==> config.mk <==
export PLATFORM = sky130hd
export DESIGN_NAME = incubator_temp_sensor_if
export DESIGN_NICKNAME = d
export VERILOG_FILES = /design/src/rtl/incubator_pkg.sv /design/src/rtl/incubator_spi_rx_shift.sv /design/src/rtl/incubator_temp_sensor_if.sv
export SDC_FILE = /design/constraint.sdc
export NUM_CORES = 1
export LEC_CHECK = 0
export BUFFER_PORTS_ARGS = -buffer_cell sky130_fd_sc_hd__buf_2
export CORE_MARGIN = 2
export CORE_UTILIZATION = 40
export CTS_BUF_LIST = sky130_fd_sc_hd__clkbuf_4 sky130_fd_sc_hd__clkbuf_8
export DETAILED_ROUTE_END_ITERATION = 10
export SLEW_MARGIN = 20
export SYNTH_ARGS = -nofsm -noshare
export SYNTH_HDL_FRONTEND = slang
export SYNTH_SLANG_ARGS = --single-unit
==> constraint.sdc <==
create_clock -name clk -period 1.88 [get_ports clk]
set_input_delay 0.376 -clock clk [delete_from_list [all_inputs] [get_ports clk]]
set_output_delay 0.376 -clock clk [all_outputs]
set_load 0.01 [all_outputs]
==> src/rtl/incubator_pkg.sv <==
// Shared definitions for the incubator temperature sensor front end:
// FSM encoding, sensor frame layout and frame decode helpers.
package incubator_pkg;

  typedef enum logic [2:0] {
    ST_IDLE,
    ST_CS_SETUP,
    ST_SHIFT,
    ST_CS_HOLD,
    ST_UPDATE
  } state_e;

  localparam int unsigned FRAME_BITS = 16;
  localparam int unsigned TEMP_MSB   = 15;
  localparam int unsigned TEMP_LSB   = 8;
  localparam int unsigned FAULT_BIT  = 0;

  localparam logic [FRAME_BITS-1:0] STUCK_HIGH         = 16'hFFFF;
  localparam logic [7:0]            DEFAULT_RESET_TEMP = 8'd30;

  // Sensor-reported fault, or a frame of all ones from a floating/stuck MISO line.
  function automatic logic frame_is_bad(input logic [FRAME_BITS-1:0] frame);
    return frame[FAULT_BIT] || (frame == STUCK_HIGH);
  endfunction

  // Signed integer degrees in, unsigned degrees out; sub-zero readings clamp to 0.
  function automatic logic [7:0] clamp_temp(input logic [7:0] temp_int);
    return temp_int[7] ? 8'd0 : temp_int;
  endfunction

endpackage

==> src/rtl/incubator_spi_rx_shift.sv <==
// SPI mode-0 receive engine: 16 sclk periods of 2*CLK_DIV clk cycles each,
// capturing MISO MSB-first on every sclk rise.
module incubator_spi_rx_shift
  import incubator_pkg::*;
#(
  parameter int unsigned CLK_DIV = 2
) (
  input  logic                  clk,
  input  logic                  rst,
  input  logic                  start,
  input  logic                  miso,
  output logic                  sclk,
  output logic                  done_c,
  output logic [FRAME_BITS-1:0] frame
);

  localparam int unsigned DIV_W  = (CLK_DIV > 1) ? $clog2(CLK_DIV) : 1;
  localparam int unsigned HALVES = 2 * FRAME_BITS;
  localparam int unsigned HALF_W = $clog2(HALVES);

  logic              active;
  logic [DIV_W-1:0]  div_cnt;
  logic [HALF_W-1:0] half_cnt;
  logic              phase_end_c;

  assign phase_end_c = active && (div_cnt == DIV_W'(CLK_DIV - 1));
  assign done_c      = phase_end_c && (half_cnt == HALF_W'(HALVES - 1));

  // Half-period divider; sclk toggles at each phase end and returns low after the last high phase.
  always_ff @(posedge clk or posedge rst) begin
    if (rst) begin
      active   <= 1'b0;
      div_cnt  <= '0;
      half_cnt <= '0;
      sclk     <= 1'b0;
      frame    <= '0;
    end else if (start) begin
      active   <= 1'b1;
      div_cnt  <= '0;
      half_cnt <= '0;
      sclk     <= 1'b0;
      frame    <= '0;
    end else if (phase_end_c) begin
      div_cnt <= '0;
      if (done_c) begin
        active <= 1'b0;
        sclk   <= 1'b0;
      end else begin
        half_cnt <= half_cnt + HALF_W'(1);
        sclk     <= ~sclk;
        if (!sclk) frame <= {frame[FRAME_BITS-2:0], miso};
      end
    end else if (active) begin
      div_cnt <= div_cnt + DIV_W'(1);
    end
  end

endmodule

==> src/rtl/incubator_temp_sensor_if.sv <==
// Periodic SPI temperature sensor reader: frames the conversion, decodes and clamps
// the reading, and holds the last good temperature for the heater/cooler controller.
module incubator_temp_sensor_if
  import incubator_pkg::*;
#(
  parameter int unsigned CLK_DIV       = 2,
  parameter int unsigned SAMPLE_PERIOD = 1000,
  parameter logic [7:0]  RESET_TEMP    = DEFAULT_RESET_TEMP
) (
  input  logic       clk,
  input  logic       rst,
  input  logic       enable,
  input  logic       sensor_miso,
  output logic       sensor_sclk,
  output logic       sensor_cs_n,
  output logic [7:0] temperature,
  output logic       temp_valid,
  output logic       sensor_fault,
  output logic       busy
);

  localparam int unsigned SMP_W = $clog2(SAMPLE_PERIOD);
  localparam int unsigned PH_W  = (CLK_DIV > 1) ? $clog2(CLK_DIV) : 1;

  state_e                state;
  logic [SMP_W-1:0]      smp_cnt;
  logic [PH_W-1:0]       ph_cnt;
  logic                  tick_c;
  logic                  ph_end_c;
  logic                  shift_start_c;
  logic                  shift_done_c;
  logic [FRAME_BITS-1:0] frame;

  assign tick_c        = (smp_cnt == SMP_W'(SAMPLE_PERIOD - 1));
  assign ph_end_c      = (ph_cnt == PH_W'(CLK_DIV - 1));
  assign shift_start_c = (state == ST_CS_SETUP) && ph_end_c;

  // Free-running conversion timer, independent of enable and FSM state.
  always_ff @(posedge clk or posedge rst) begin
    if (rst)         smp_cnt <= '0;
    else if (tick_c) smp_cnt <= '0;
    else             smp_cnt <= smp_cnt + SMP_W'(1);
  end

  incubator_spi_rx_shift #(
    .CLK_DIV (CLK_DIV)
  ) u_rx (
    .clk    (clk),
    .rst    (rst),
    .start  (shift_start_c),
    .miso   (sensor_miso),
    .sclk   (sensor_sclk),
    .done_c (shift_done_c),
    .frame  (frame)
  );

  // Frame sequencer; cs_n and busy are registered alongside the state they mirror.
  always_ff @(posedge clk or posedge rst) begin
    if (rst) begin
      state        <= ST_IDLE;
      ph_cnt       <= '0;
      sensor_cs_n  <= 1'b1;
      temperature  <= RESET_TEMP;
      temp_valid   <= 1'b0;
      sensor_fault <= 1'b0;
      busy         <= 1'b0;
    end else begin
      temp_valid <= 1'b0;
      unique case (state)
        ST_IDLE: begin
          if (tick_c && enable) begin
            state       <= ST_CS_SETUP;
            ph_cnt      <= '0;
            sensor_cs_n <= 1'b0;
            busy        <= 1'b1;
          end
        end
        ST_CS_SETUP: begin
          if (ph_end_c) begin
            state  <= ST_SHIFT;
            ph_cnt <= '0;
          end else begin
            ph_cnt <= ph_cnt + PH_W'(1);
          end
        end
        ST_SHIFT: begin
          if (shift_done_c) begin
            state       <= ST_CS_HOLD;
            ph_cnt      <= '0;
            sensor_cs_n <= 1'b1;
          end
        end
        ST_CS_HOLD: begin
          if (ph_end_c) begin
            state <= ST_UPDATE;
            if (frame_is_bad(frame)) begin
              sensor_fault <= 1'b1;
            end else begin
              sensor_fault <= 1'b0;
              temp_valid   <= 1'b1;
              temperature  <= clamp_temp(frame[TEMP_MSB:TEMP_LSB]);
            end
          end else begin
            ph_cnt <= ph_cnt + PH_W'(1);
          end
        end
        ST_UPDATE: begin
          state <= ST_IDLE;
          busy  <= 1'b0;
        end
        default: begin
          state       <= ST_IDLE;
          sensor_cs_n <= 1'b1;
          busy        <= 1'b0;
        end
      endcase
    end
  end

endmodule

==> flow_metrics.tcl, run 1 <==
set metrics [dict create \
    outcome "complete, no violations" \
    gr-usage-met1_pct 20.7 \
    drtPass1Iterations 4 \
    timing.rr.start "u_rx.half_cnt[1]" \
    max_freq_mhz 550 \
    r2r_end "u_rx.frame[7]" \
    cts_buffers 5 \
    coreArea_sq_um 5470 \
    fin_crit_ps 1820 \
    synth-seq-cells 49 \
    hold_slack_ps 92.0 \
    cts.reportedPaths.clkPinSlew_ps 90 \
    worst_pin_slew_ps 510 \
    finClkSkew_ps 8.87 \
    r2r_setup_slack_ps 60 \
    crit_type "flip-flop to flip-flop" \
    grt.busiest_layer "met1" \
    port_buffers 15 \
    grt_pass1_vias 1416 \
    grt_pass1_wl_um 6850 \
    synthAdderAreaFrac_pct 1.66 \
    cp-start-kind "flip-flop" \
    synth_edf_count 0 \
    die_w_um 79.1 \
    synthFlopType "dfrtp_1" \
    synthesis.area_sq_um 2260 \
    synth.area.mux_share_pct 1.83 \
    netlist.top_cell.by_area "dfrtp_1" \
    grt_use_met2_pct 19.1 \
    synth_compound_gate_area_share_pct 16.3 \
    vias 1514 \
    cp.arrival_ps 2010 \
    root_buffer "clkbuf_8" \
    drtIter0Drc 56 \
    p_leak_uw 0.00123 \
    synth-xor-area-share_pct 2.72 \
    synth_top_family_by_area "compound AO/OA/AOI/OAI gates" \
    dieArea_sq_um 6260 \
    clk_latency_ps 300 \
    drive_gt1_share_pct 24.0 \
    p_per_area_nw_per_um2 678 \
    fill_cells 513 \
    routedWlPerCell_um 13.6 \
    reg2reg_depth 7 \
    drtAntennaViolNets 0 \
    finalHoldViolCount 0 \
    nets 223 \
    antenna_found_initial 0 \
    setup_violations 0 \
    grt_max_degree 28 \
    relSlewSlack_pct 65.9 \
    gp_congestion 0.692 \
    synth_nets 205 \
    num_rows 27 \
    slew_viol_final 0 \
    cts_tree "done" \
    period_share_pct 96.7 \
    ctsLongestPathBuffers 2 \
    grt_remaining_overflow 0 \
    syn_inst 198 \
    start_util_pct 41.2 \
    synthArstFlopShare_pct 100 \
    yosysWarningCount 0 \
    htree_levels 2 \
    final.setup.tns_ps 0 \
    viasPerCell 5.24 \
    ys_top_cells_by_area "dfrtp_1 49%, a22o_1 6.6%, dfstp_2 5.8%" \
    die_h_um 79.1 \
    synth_commonest_cells "44 x dfrtp_1, 17 x a22o_1, 14 x inv_1" \
    hold_path_class "primary input to asynchronous set/reset pin" \
    end_kind "flip-flop" \
    wl_um 3930 \
    met3_usage_pct 4.89 \
    yosys.cell_count.top_type "dfrtp_1" \
    critPathRequiredTime_ps 2070 \
    antenna_cells 0 \
    synth-simple-area-share_pct 15.7 \
    worstPathMaxFanout 15 \
    syn2layout_area_growth_pct 13.2 \
    post-route-drc-count 0 \
    drv_cap 0 \
    utilization_pct 46.7 \
    num_io_pins 17 \
    syn_area_per_cell_sq_um 11.4 \
    synth_cell_types 47 \
    yosys.area.top_type_share_pct 48.8 \
    hpwl_um 2550 \
    synth-seq-area-share_pct 54.6 \
    track_usage_pct 14.1 \
    ir_drop_mv 0.370 \
    clock-sinks 49 \
]
## routing by layer
metal	routed length, um	vias up
li1	-	749
met1	2000	739
met2	1700	20
met3	172	6
met4	57	0
met5	0	-
## power breakdown
part | leakage [uW] | internal [uW] | switching, uW
logic | 0.000532 | 7.89 | 24.1
registers | 0.000647 | 1050 | 0
clock network | 0.0000498 | 308 | 338
## worst max-delay path, stage by stage (launching register included)
cell	delay, ps
dfrtp_1	400
ha_2	190
and3_1	180
ha_2	200
and4bb_2	330
nor2_4	60
buf_12	160
a22o_1	180
## repair_timing
item / in CTS / in global routing
setup endpoints to repair: 16 / 17
gates resized for setup: 1 / 2
setup buffers: 0 / 5
hold buffers: 0 / 0
pin swaps: 1 / 2
## sequential cells by signal, indices dropped and copies added, names as in the netlist, 3 cells and up
name	cells
state	3
temperature	7
u_rx.half_cnt	5
smp_cnt	10
u_rx.frame	16
## worst max path at each step
stage,from,endpoint,cells after the start
CTS,u_rx.half_cnt[1],u_rx.half_cnt[3],6
detailed placement,u_rx.half_cnt[1],u_rx.frame[14],6
finish,u_rx.half_cnt[1],u_rx.frame[7],7
global route,u_rx.half_cnt[1],u_rx.frame[1],7
global placement,u_rx.half_cnt[1],u_rx.frame[1],6
floorplan,u_rx.half_cnt[0],u_rx.frame[15],7
## final cells by class
class / count / area [sq um] / area share [%]
inverter: 14 / 52.6 / 2.06
sequential: 49 / 1230 / 48.3
clock buffer: 8 / 91.3 / 3.58
timing repair buffer: 27 / 203 / 7.94
multi-input combinational: 119 / 885 / 34.6
tap: 72 / 90.1 / 3.53
## cells in the final DEF (no fill, tap or decap), drive strengths merged, types with 5 or more instances in the layout
cell / instances
a22o: 17
nand3: 10
clkbuf: 8
dfrtp: 44
buf: 27
inv: 14
o41ai: 8
o21ai: 10
nand2: 7
dfstp: 5
a21oi: 5
nor2: 12
xor2: 5
## kinds of logic (layout without fill, tap and decap cells)
| group | after synthesis | in the layout |
|---|---|---|
| and+or+nand+nor | 55 | 55 |
| AOI/OAI and AO/OA | 49 | 49 |
| muxes | 4 | 4 |
| xor gates and xnor gates | 7 | 7 |
| buffers and inverters | 30 | 49 |
| DFF | 49 | 49 |
| adders and majority gates | 3 | 3 |
| other | 1 | 1 |
## per-stage QoR
| step | total power [uW] | instance area (sq um) | std cells | setup WS [ps] |
|---|---|---|---|---|
| 2_1_floorplan | 1090 | 2260 | 198 | 52.9 |
| 3_3_place_gp | 1110 | 2400 | 276 | -32.5 |
| 3_5_place_dp | 1110 | 2400 | 276 | -104 |
| 4_1_cts | 1760 | 2500 | 284 | 21.3 |
| 5_1_grt | 1810 | 2550 | 289 | -6.20 |
| 6_report | 1730 | 2550 | 289 | 62.4 |
Power figures use the tool's default switching activity.
==> inputs of run 2 (changes only) <==
Settings changed: MAX_ROUTING_LAYER set to met4.
==> flow_metrics.tcl, run 2 (synthesized netlist as in run 1, its figures left out) <==
set metrics [dict create \
    die_h_um 79.1 \
    fin_crit_ps 1820 \
    cp-start-kind "flip-flop" \
    vias 1510 \
    utilization_pct 46.7 \
    coreArea_sq_um 5470 \
    finalHoldViolCount 0 \
    hold_path_class "primary input to asynchronous set/reset pin" \
    reg2reg_depth 7 \
    num_rows 27 \
    grt_pass1_vias 1416 \
    r2r_setup_slack_ps 60 \
    drtAntennaViolNets 0 \
    timing.rr.start "u_rx.half_cnt[1]" \
    p_total_uw 1730 \
    switching_power_uw 358 \
    p_per_area_nw_per_um2 676 \
    antenna_found_initial 0 \
    setup_violations 0 \
    p_leak_uw 0.00123 \
    post-route-drc-count 0 \
    p_int_uw 1370 \
    worst_pin_slew_ps 511 \
    drv_cap 0 \
    worstPathMaxFanout 15 \
    end_kind "flip-flop" \
    relSlewSlack_pct 65.9 \
    p_clk_share_pct 37.2 \
    r2r_end "u_rx.frame[7]" \
    largest_reg_flops 16 \
    grt_pass1_wl_um 6840 \
    htree_levels 2 \
    cp.arrival_ps 2010 \
    wl_um 3930 \
    seqPwrFrac_pct 61.0 \
    grt_remaining_overflow 0 \
    num_io_pins 17 \
    dieArea_sq_um 6260 \
    outcome "complete, no violations" \
    final_cell_mix "44 x dfrtp_1, 17 x a22o_1, 15 x buf_2" \
    drive_gt1_share_pct 24.0 \
    die_w_um 79.1 \
    critPathRequiredTime_ps 2070 \
    cts_tree "done" \
    reg.largest.list "u_rx.frame: 16 flops, smp_cnt: 10 flops, temperature: 7 flops" \
    gp_congestion 0.700 \
    track_usage_pct 14.5 \
    grt_max_degree 28 \
    routedWlPerCell_um 13.6 \
    drtPass1Iterations 4 \
    port_buffers 15 \
    largest_register "u_rx.frame" \
    ctsLongestPathBuffers 2 \
    nets 223 \
    finClkSkew_ps 8.71 \
    ir_drop_mv 0.362 \
    syn2layout_area_growth_pct 13.2 \
    drtIter0Drc 69 \
    max_freq_mhz 550 \
    crit_type "flip-flop to flip-flop" \
    root_buffer "clkbuf_8" \
    period_share_pct 96.7 \
    p_comb_share_pct 1.9 \
    hpwl_um 2550 \
    cts_hold_buf 0 \
    start_util_pct 41.2 \
    power_switching_share_pct 20.7 \
    fill_cells 513 \
    clock-sinks 49 \
    cts.reportedPaths.clkPinSlew_ps 90 \
    viasPerCell 5.22 \
    clk_latency_ps 300 \
    cts_buffers 5 \
    slew_viol_final 0 \
    antenna_cells 0 \
    layout_commonest_cell "dfrtp_1" \
]
[run 2: area by class of cell]
type	count	area (sq um)	area share [%]
clock buffers	8	91.3	3.58
flip-flops and latches	49	1230	48.3
repair buffers	27	203	7.94
inverters	14	52.6	2.06
well taps	72	90.1	3.53
multi-input cells	119	885	34.6
[run 2: through the flow]
step	hold WS (ps)	setup WS (ps)	std cells	TNS (ps)	instance area, sq um
6_report	92.3	62.6	289	0	2550
5_1_grt	113	-6.84	289	-7.41	2550
4_1_cts	113	21.3	284	0	2500
3_5_place_dp	446	-104	276	-1470	2400
3_3_place_gp	443	-32.5	276	-292	2400
2_1_floorplan	466	52.9	198	0	2260
[run 2: critical path, stage by stage, from the launching register on]
cell and delay [ps]:
dfrtp_1 400, ha_2 190, and3_1 180, ha_2 200
and4bb_2 330, nor2_4 60, buf_12 160, a22o_1 180
[run 2: how the worst max path moves through the flow]
stage,start,endpoint
6_report,u_rx.half_cnt[1],u_rx.frame[7]
5_1_grt,u_rx.half_cnt[1],u_rx.frame[1]
4_1_cts,u_rx.half_cnt[1],u_rx.half_cnt[3]
3_5_place_dp,u_rx.half_cnt[1],u_rx.frame[14]
3_3_place_gp,u_rx.half_cnt[1],u_rx.frame[1]
2_1_floorplan,u_rx.half_cnt[0],u_rx.frame[15]
[run 2: power by group through the flow]
stage | registers (uW) | logic, uW | clock network (uW)
6_report | 1050 | 32.0 | 642
5_1_grt | 1050 | 37.5 | 714
4_1_cts | 1050 | 34.4 | 667
3_3_place_gp | 1070 | 34.2 | 0
3_5_place_dp | 1070 | 34.3 | 0
2_1_floorplan | 1070 | 20.2 | 0
[run 2: per-layer routing]
layer | routed length (um) | vias to the layer above | GRT usage (%)
met1 | 2020 | 736 | 20.7
li1 | - | 748 | -
met3 | 173 | 6 | 4.89
met5 | 0 | - | -
met4 | 56 | 0 | 5.17
met2 | 1680 | 20 | 19.1
[run 2: what timing repair did]
action,in CTS,in global routing
pin swaps,1,2
setup buffers,0,5
endpoints found under the setup margin,16,17
gates resized for setup,1,2
